### config.mk
export PLATFORM = sky130hd
export DESIGN_NAME = pipe_stage_buf
export DESIGN_NICKNAME = d
export VERILOG_FILES = /design/src/rtl/pipe_stage_buf.sv
export SDC_FILE = /design/constraint.sdc
export NUM_CORES = 1
export LEC_CHECK = 0
export CORE_MARGIN = 4
export CORE_UTILIZATION = 45
export CTS_BUF_LIST = sky130_fd_sc_hd__clkbuf_4 sky130_fd_sc_hd__clkbuf_8
export DETAILED_ROUTE_END_ITERATION = 8
export GPL_TIMING_DRIVEN = 0
export PLACE_DENSITY = 0.77
export SLEW_MARGIN = 20
export SYNTH_ARGS = -nofsm -noshare
export SYNTH_HDL_FRONTEND = slang
export SYNTH_SLANG_ARGS = --single-unit
export TNS_END_PERCENT = 50
### constraint.sdc
create_clock -name clk_i -period 3.2 [get_ports clk_i]
set_input_delay 0.64 -clock clk_i [delete_from_list [all_inputs] [get_ports clk_i]]
set_output_delay 0.64 -clock clk_i [all_outputs]
set_load 0.1 [all_outputs]
### src/rtl/pipe_stage_buf.sv
// rtl/pipe_stage_buf.sv - inter-stage pipeline register with 2-entry skid buffer, flush and stall counter
module pipe_stage_buf #(
    parameter int WIDTH       = 32,
    parameter int CNT_W       = 16,
    parameter bit BUBBLE_ZERO = 1'b1
) (
    input  logic             clk_i,
    input  logic             rst_i,
    input  logic             in_valid_i,
    output logic             in_ready_o,
    input  logic [WIDTH-1:0] in_data_i,
    input  logic             flush_i,
    output logic             out_valid_o,
    input  logic             out_ready_i,
    output logic [WIDTH-1:0] out_data_o,
    output logic [CNT_W-1:0] stall_count_o
);

    typedef enum logic [1:0] {
        EMPTY = 2'd0,
        BUSY  = 2'd1,
        FULL  = 2'd2
    } state_e;

    state_e           state_q;
    logic             main_valid_q;
    logic             in_ready_q;
    logic [WIDTH-1:0] main_q;
    logic [WIDTH-1:0] skid_q;
    logic [CNT_W-1:0] stall_q;

    logic in_fire;
    logic out_fire;

    assign in_fire  = in_valid_i & in_ready_q;
    assign out_fire = main_valid_q & out_ready_i;

    always_ff @(posedge clk_i or posedge rst_i) begin
        if (rst_i) begin
            state_q      <= EMPTY;
            main_valid_q <= 1'b0;
            in_ready_q   <= 1'b1;
            main_q       <= '0;
            skid_q       <= '0;
            stall_q      <= '0;
        end else begin
            // Stall counting is independent of flush so squashed stalls stay visible.
            if (main_valid_q && !out_ready_i && (stall_q != {CNT_W{1'b1}})) begin
                stall_q <= stall_q + 1'b1;
            end

            if (flush_i) begin
                state_q      <= EMPTY;
                main_valid_q <= 1'b0;
                in_ready_q   <= 1'b1;
            end else begin
                case (state_q)
                    EMPTY: begin
                        if (in_fire) begin
                            main_q       <= in_data_i;
                            main_valid_q <= 1'b1;
                            state_q      <= BUSY;
                        end
                    end
                    BUSY: begin
                        if (in_fire && out_fire) begin
                            main_q <= in_data_i;
                        end else if (in_fire) begin
                            skid_q     <= in_data_i;
                            in_ready_q <= 1'b0;
                            state_q    <= FULL;
                        end else if (out_fire) begin
                            main_valid_q <= 1'b0;
                            state_q      <= EMPTY;
                        end
                    end
                    FULL: begin
                        if (out_fire) begin
                            main_q     <= skid_q;
                            in_ready_q <= 1'b1;
                            state_q    <= BUSY;
                        end
                    end
                    default: begin
                        state_q      <= EMPTY;
                        main_valid_q <= 1'b0;
                        in_ready_q   <= 1'b1;
                    end
                endcase
            end
        end
    end

    assign in_ready_o    = in_ready_q;
    assign out_valid_o   = main_valid_q;
    assign out_data_o    = (BUBBLE_ZERO && !main_valid_q) ? '0 : main_q;
    assign stall_count_o = stall_q;

endmodule

## Word level (Yosys, flattened, before mapping)

Cells that the tools add are included.
Widths: inputs -> output; s select.

- Register bits: 84
- Output and inout bits: 50
- Logic and storage cells: 60

- Add/sub/neg operators: 1
- Equal/unequal tests: 15
- Muxes and demuxes: 23
- Bitwise logic cells: 4
- Reductions and logical operators: 11

Operators with widths:

| cell | number |
|---|---|
| $mux 32 | 4 |
| $pmux 32 s3 | 1 |
| $ne 3x3->1 const B | 6 |
| $add 16x1->16 const B | 1 |
| $ne 16x16->1 const B | 1 |
| $mux 2 | 6 |
| $reduce_and 4->1 | 3 |
| $ne 2x2->1 const B | 5 |
| $reduce_and 5->1 | 2 |
| $mux 1 | 9 |
| $pmux 1 s3 | 2 |
| $pmux 2 s3 | 1 |
| $ne 4x4->1 const B | 1 |
| $logic_and 1x1->1 | 3 |
| $reduce_bool 3->1 | 1 |
| $and 1x1->1 | 2 |
| $eq 2x1->1 const B | 1 |
| $eq 2x2->1 const B | 1 |
| $logic_not 2->1 | 1 |
| $not 1->1 | 2 |
| $logic_not 1->1 | 1 |

## Longest topological paths before layout

- Word-level depth: 6
- Mapped depth: 7
- Gate-level depth less buffers: 5

## Worst setup path before layout

Ideal clock, no wire load.

- Path kind: flip-flop to output port
- Start: register main_valid_q, in the netlist out_valid_o
- End: output out_data_o[12]
- Data arrival time: 2172 ps
- Path slack: 388 ps
- Cell stages (with the launch flop): 4
- Path buffers: 2
- Cells stage by stage: dfrtp_1 > buf_4 > clkbuf_1 > and2_1

- Longest elaborated chain between the ends: 1

Ends and longest elaborated chain:

| what | RTL line | RTL |
|---|---|---|
| from (decl) | 26 | `logic main_valid_q;` |
| from (signal assigned) | 41 | `main_valid_q <= 1'b0;` |
| from (signal assigned) | 54 | `main_valid_q <= 1'b0;` |
| from (signal assigned) | 61 | `main_valid_q <= 1'b1;` |
| $mux 32 | 96 | `assign out_data_o = (BUBBLE_ZERO && !main_valid_q) ? '0 : main_q;` |
| to (decl) | 15 | `output logic [WIDTH-1:0] out_data_o,` |

Every way passes these cells.

## Final worst setup path

- Start: register main_valid_q, in the netlist out_valid_o
- End: output out_data_o[9]

Same word-level chain as after synthesis.

==> metrics.yaml <==
grt_overflow: 0
tritoncts: "done"
dp_hpwl_mm: 5.695
cts_setup_buffers: 0
clock-root-buffer: "clkbuf_8"
slowest_stage: "dlygate4sd2_1"
avgSynthCellArea_um2: 12.97
initial_core_util_pct: 46.32
synth_ff_type: "dfrtp_1"
hold_path_class: "reg2reg"
ir_worst_vdd_v: 0.0004270
placed_cells: 508
tightest_slew_ns: 0.9805
status: "completed"
vias: 2725
finalSetupViolCount: 0
design.portCount: 87
arrival_ns: 2.31
drive_gt1_share_pct: 31.97
layout_min_cycle_time_ns: 2.948
die_area_um2: 10600
worstPathMaxFanout: 10
cts-resized-gates: 30
clk_latency_ns: 0.35
synthToLayoutAreaGrowth_pct: 28.70
r2r-end: "main_q[12]$_DFFE_PP0P_"
yosys_warnings: 0
clkSinkCount: 84
clock_path_buffers: 2
layoutNonFillerInstCount: 524
core_area_um2: 8763
synth_seq_area_share_pct: 51.82
cp_num_buf_inv: 3
via_per_inst: 5.200
nets: 449
synth_cell_type_count: 40
maxCapViolCount: 0
grt_antenna_before_repair: 0
start_kind: "flop"
criticalPathCategory: "reg2out"
synth_area_um2: 4059
final_hold_viol_count: 0
grt_start_max_net_pins: 45
syn_inst: 313
crit_required_ns: 2.56
die_w_um: 103.0
cpPeakStageDelay_ns: 0.86
worst-r2r-cell-count: 5
ctsHoldBuffers: 0
synth_commonest_cells: "mux2_2, dfrtp_1, and2_1"
track_usage_pct: 16.83
synth_nets: 351
synth_most_common_cell: "mux2_2"
p_per_area_nw_per_um2: 815.5
postRouteAntennaNets: 0
fin_tns_setup_ns: 0
yosys.area.top_type: "dfrtp_1"
drt-total-wl_mm: 8.169
clk_pin_slew_ns: 0.09
rows: 34
endpoint: "out_data_o[9]"
cp.depth: 4
drc: 0
rsz0062_at_grt: "no"
htree_levels: 3
ys_ff_latch: 84
r2r-start: "in_ready_o$_DFFE_PP1P_"
fmax_ghz: 0.3392
p_leak_nw: 2.317
crit_chain: "buf_4 -> clkbuf_1 -> and2_1 -> dlygate4sd2_1"
diodes: 0
post-route-period-util_pct: 92.12
ys_async_sr_fraction_pct: 100.0
grt_pass1_wl_mm: 14.01
yosysTopAreaCellShare_pct: 51.17
synthTopCellsByArea: "dfrtp_1, mux2_2, and2_1, xor2_1, a21oi_1"
drt_iter0_drc: 62
place_congestion: 0.7575
io_buffers: 86
grt_pass1_vias: 2844
n_fill_cell: 761
numCtsBuffers: 9
clock_skew_ns: 0.007370
wl_per_cell_um: 15.59
endpoint_kind: "primary output"
first_pass_iters: 4
reg2reg_slack_ns: 1.25
critPathLaunch: "out_valid_o$_DFFE_PP0P_"
die_y_um: 103.0
slew_headroom_pct: 34.43
cp_top_family: "buffers and inverters"
synth_edf_count: 0
slew_viol_final: 0
layout by cell type, fill, tap and decap left out, types with 2 or more instances in the layout:
master           count
clkinvlp_4           4
dlygate4sd2_1       30
and3_1               3
dfrtp_1             83
mux2_1               4
clkbuf_1             4
nand3_1              5
buf_4                3
and2_1              33
clkdlybuf4s50_1     56
xnor2_1              3
a21oi_1             10
clkbuf_8             9
buf_6                4
nand4_1              6
inv_1                2
nor2_1               7
xor2_1               8
nand2_1              9
buf_2                6
a211oi_1             3
nor3_1               4
mux2_2              94
cells by family after synthesis:
| family | Yosys count | share of synthesized area (%) |
|---|---|---|
| flip-flops | 84 | 51.82 |
| adder cells (fa/ha/maj) | 1 | 0.3082 |
| AND/OR/NAND/NOR | 75 | 10.82 |
| buffers and inverters | 20 | 3.052 |
| AO/OA/AOI/OAI | 23 | 4.193 |
| XOR/XNOR | 11 | 2.374 |
| multiplexers | 99 | 27.44 |
routing by layer:
metal | wire length (µm) | GRT usage [%] | up-vias | share of wire, %
met5 | 0 | 0 | - | 0
met4 | 119 | 5.677 | 0 | 1.5
met3 | 353 | 3.112 | 11 | 4.3
met2 | 3926 | 27.28 | 61 | 48
met1 | 3770 | 22.79 | 1349 | 46
li1 | - | - | 1304 | -
state kept, by name, summed over array words and instances, names as in the netlist:
| signal | cells |
|---|---|
| in_ready_o | 1 |
| out_valid_o | 1 |
| state_q | 2 |
| stall_count_o | 16 |
| skid_q | 32 |
| main_q | 32 |
cell type report:
class / count / area (µm²) / share of cell area, %
Sequential cell: 84 / 2103 / 40.26
Timing Repair Buffer: 87 / 850.8 / 16.29
Tap cell: 108 / 135.1 / 2.587
Buffer: 17 / 112.6 / 2.156
Multi-Input combinational cell: 209 / 1832 / 35.07
Inverter: 3 / 13.76 / 0.2635
Clock buffer: 9 / 123.9 / 2.371
Clock inverter: 7 / 52.55 / 1.006
how the worst min path moves through the flow:
stage / from / endpoint / slack [ns] / cells past startpoint
3_3_place_gp: main_q[6]$_DFFE_PP0P_ / main_q[6]$_DFFE_PP0P_ / 0.46 / 1
2_1_floorplan: main_q[5]$_DFFE_PP0P_ / main_q[5]$_DFFE_PP0P_ / 0.45 / 1
5_1_grt: skid_q[21]$_DFFE_PP0P_ / skid_q[21]$_DFFE_PP0P_ / 0.51 / 1
6_report: skid_q[21]$_DFFE_PP0P_ / skid_q[21]$_DFFE_PP0P_ / 0.49 / 1
3_5_place_dp: skid_q[21]$_DFFE_PP0P_ / skid_q[21]$_DFFE_PP0P_ / 0.48 / 1
4_1_cts: skid_q[21]$_DFFE_PP0P_ / skid_q[21]$_DFFE_PP0P_ / 0.50 / 1
report_power, final:
group	total (W)	internal, W	leakage [nW]	switching, W
Clock	0.000689	0.000284	0.0779	0.000405
Sequential	0.00171	0.00148	1.02	0.000221
Combinational	0.00187	0.000630	1.22	0.00124
Total	0.00426	0.00240	2.32	0.00186
metrics by stage:
step                      power (W)  setup WS, ns  area, µm²  util, %  hold WS, ns
after floorplan            0.003208        0.3883       4059        -       0.4497
after CTS                  0.004313        0.1617       5224    59.61       0.4951
final                      0.004260        0.2523       5224    59.61       0.4919
after global placement     0.003606        -1.016       5055    57.68       0.4623
after detailed placement   0.003669        0.2810       5085    58.02       0.4752
after global routing       0.004501       0.03776       5224    59.61       0.5092
Note: power is estimated with default switching activity, not from simulation.
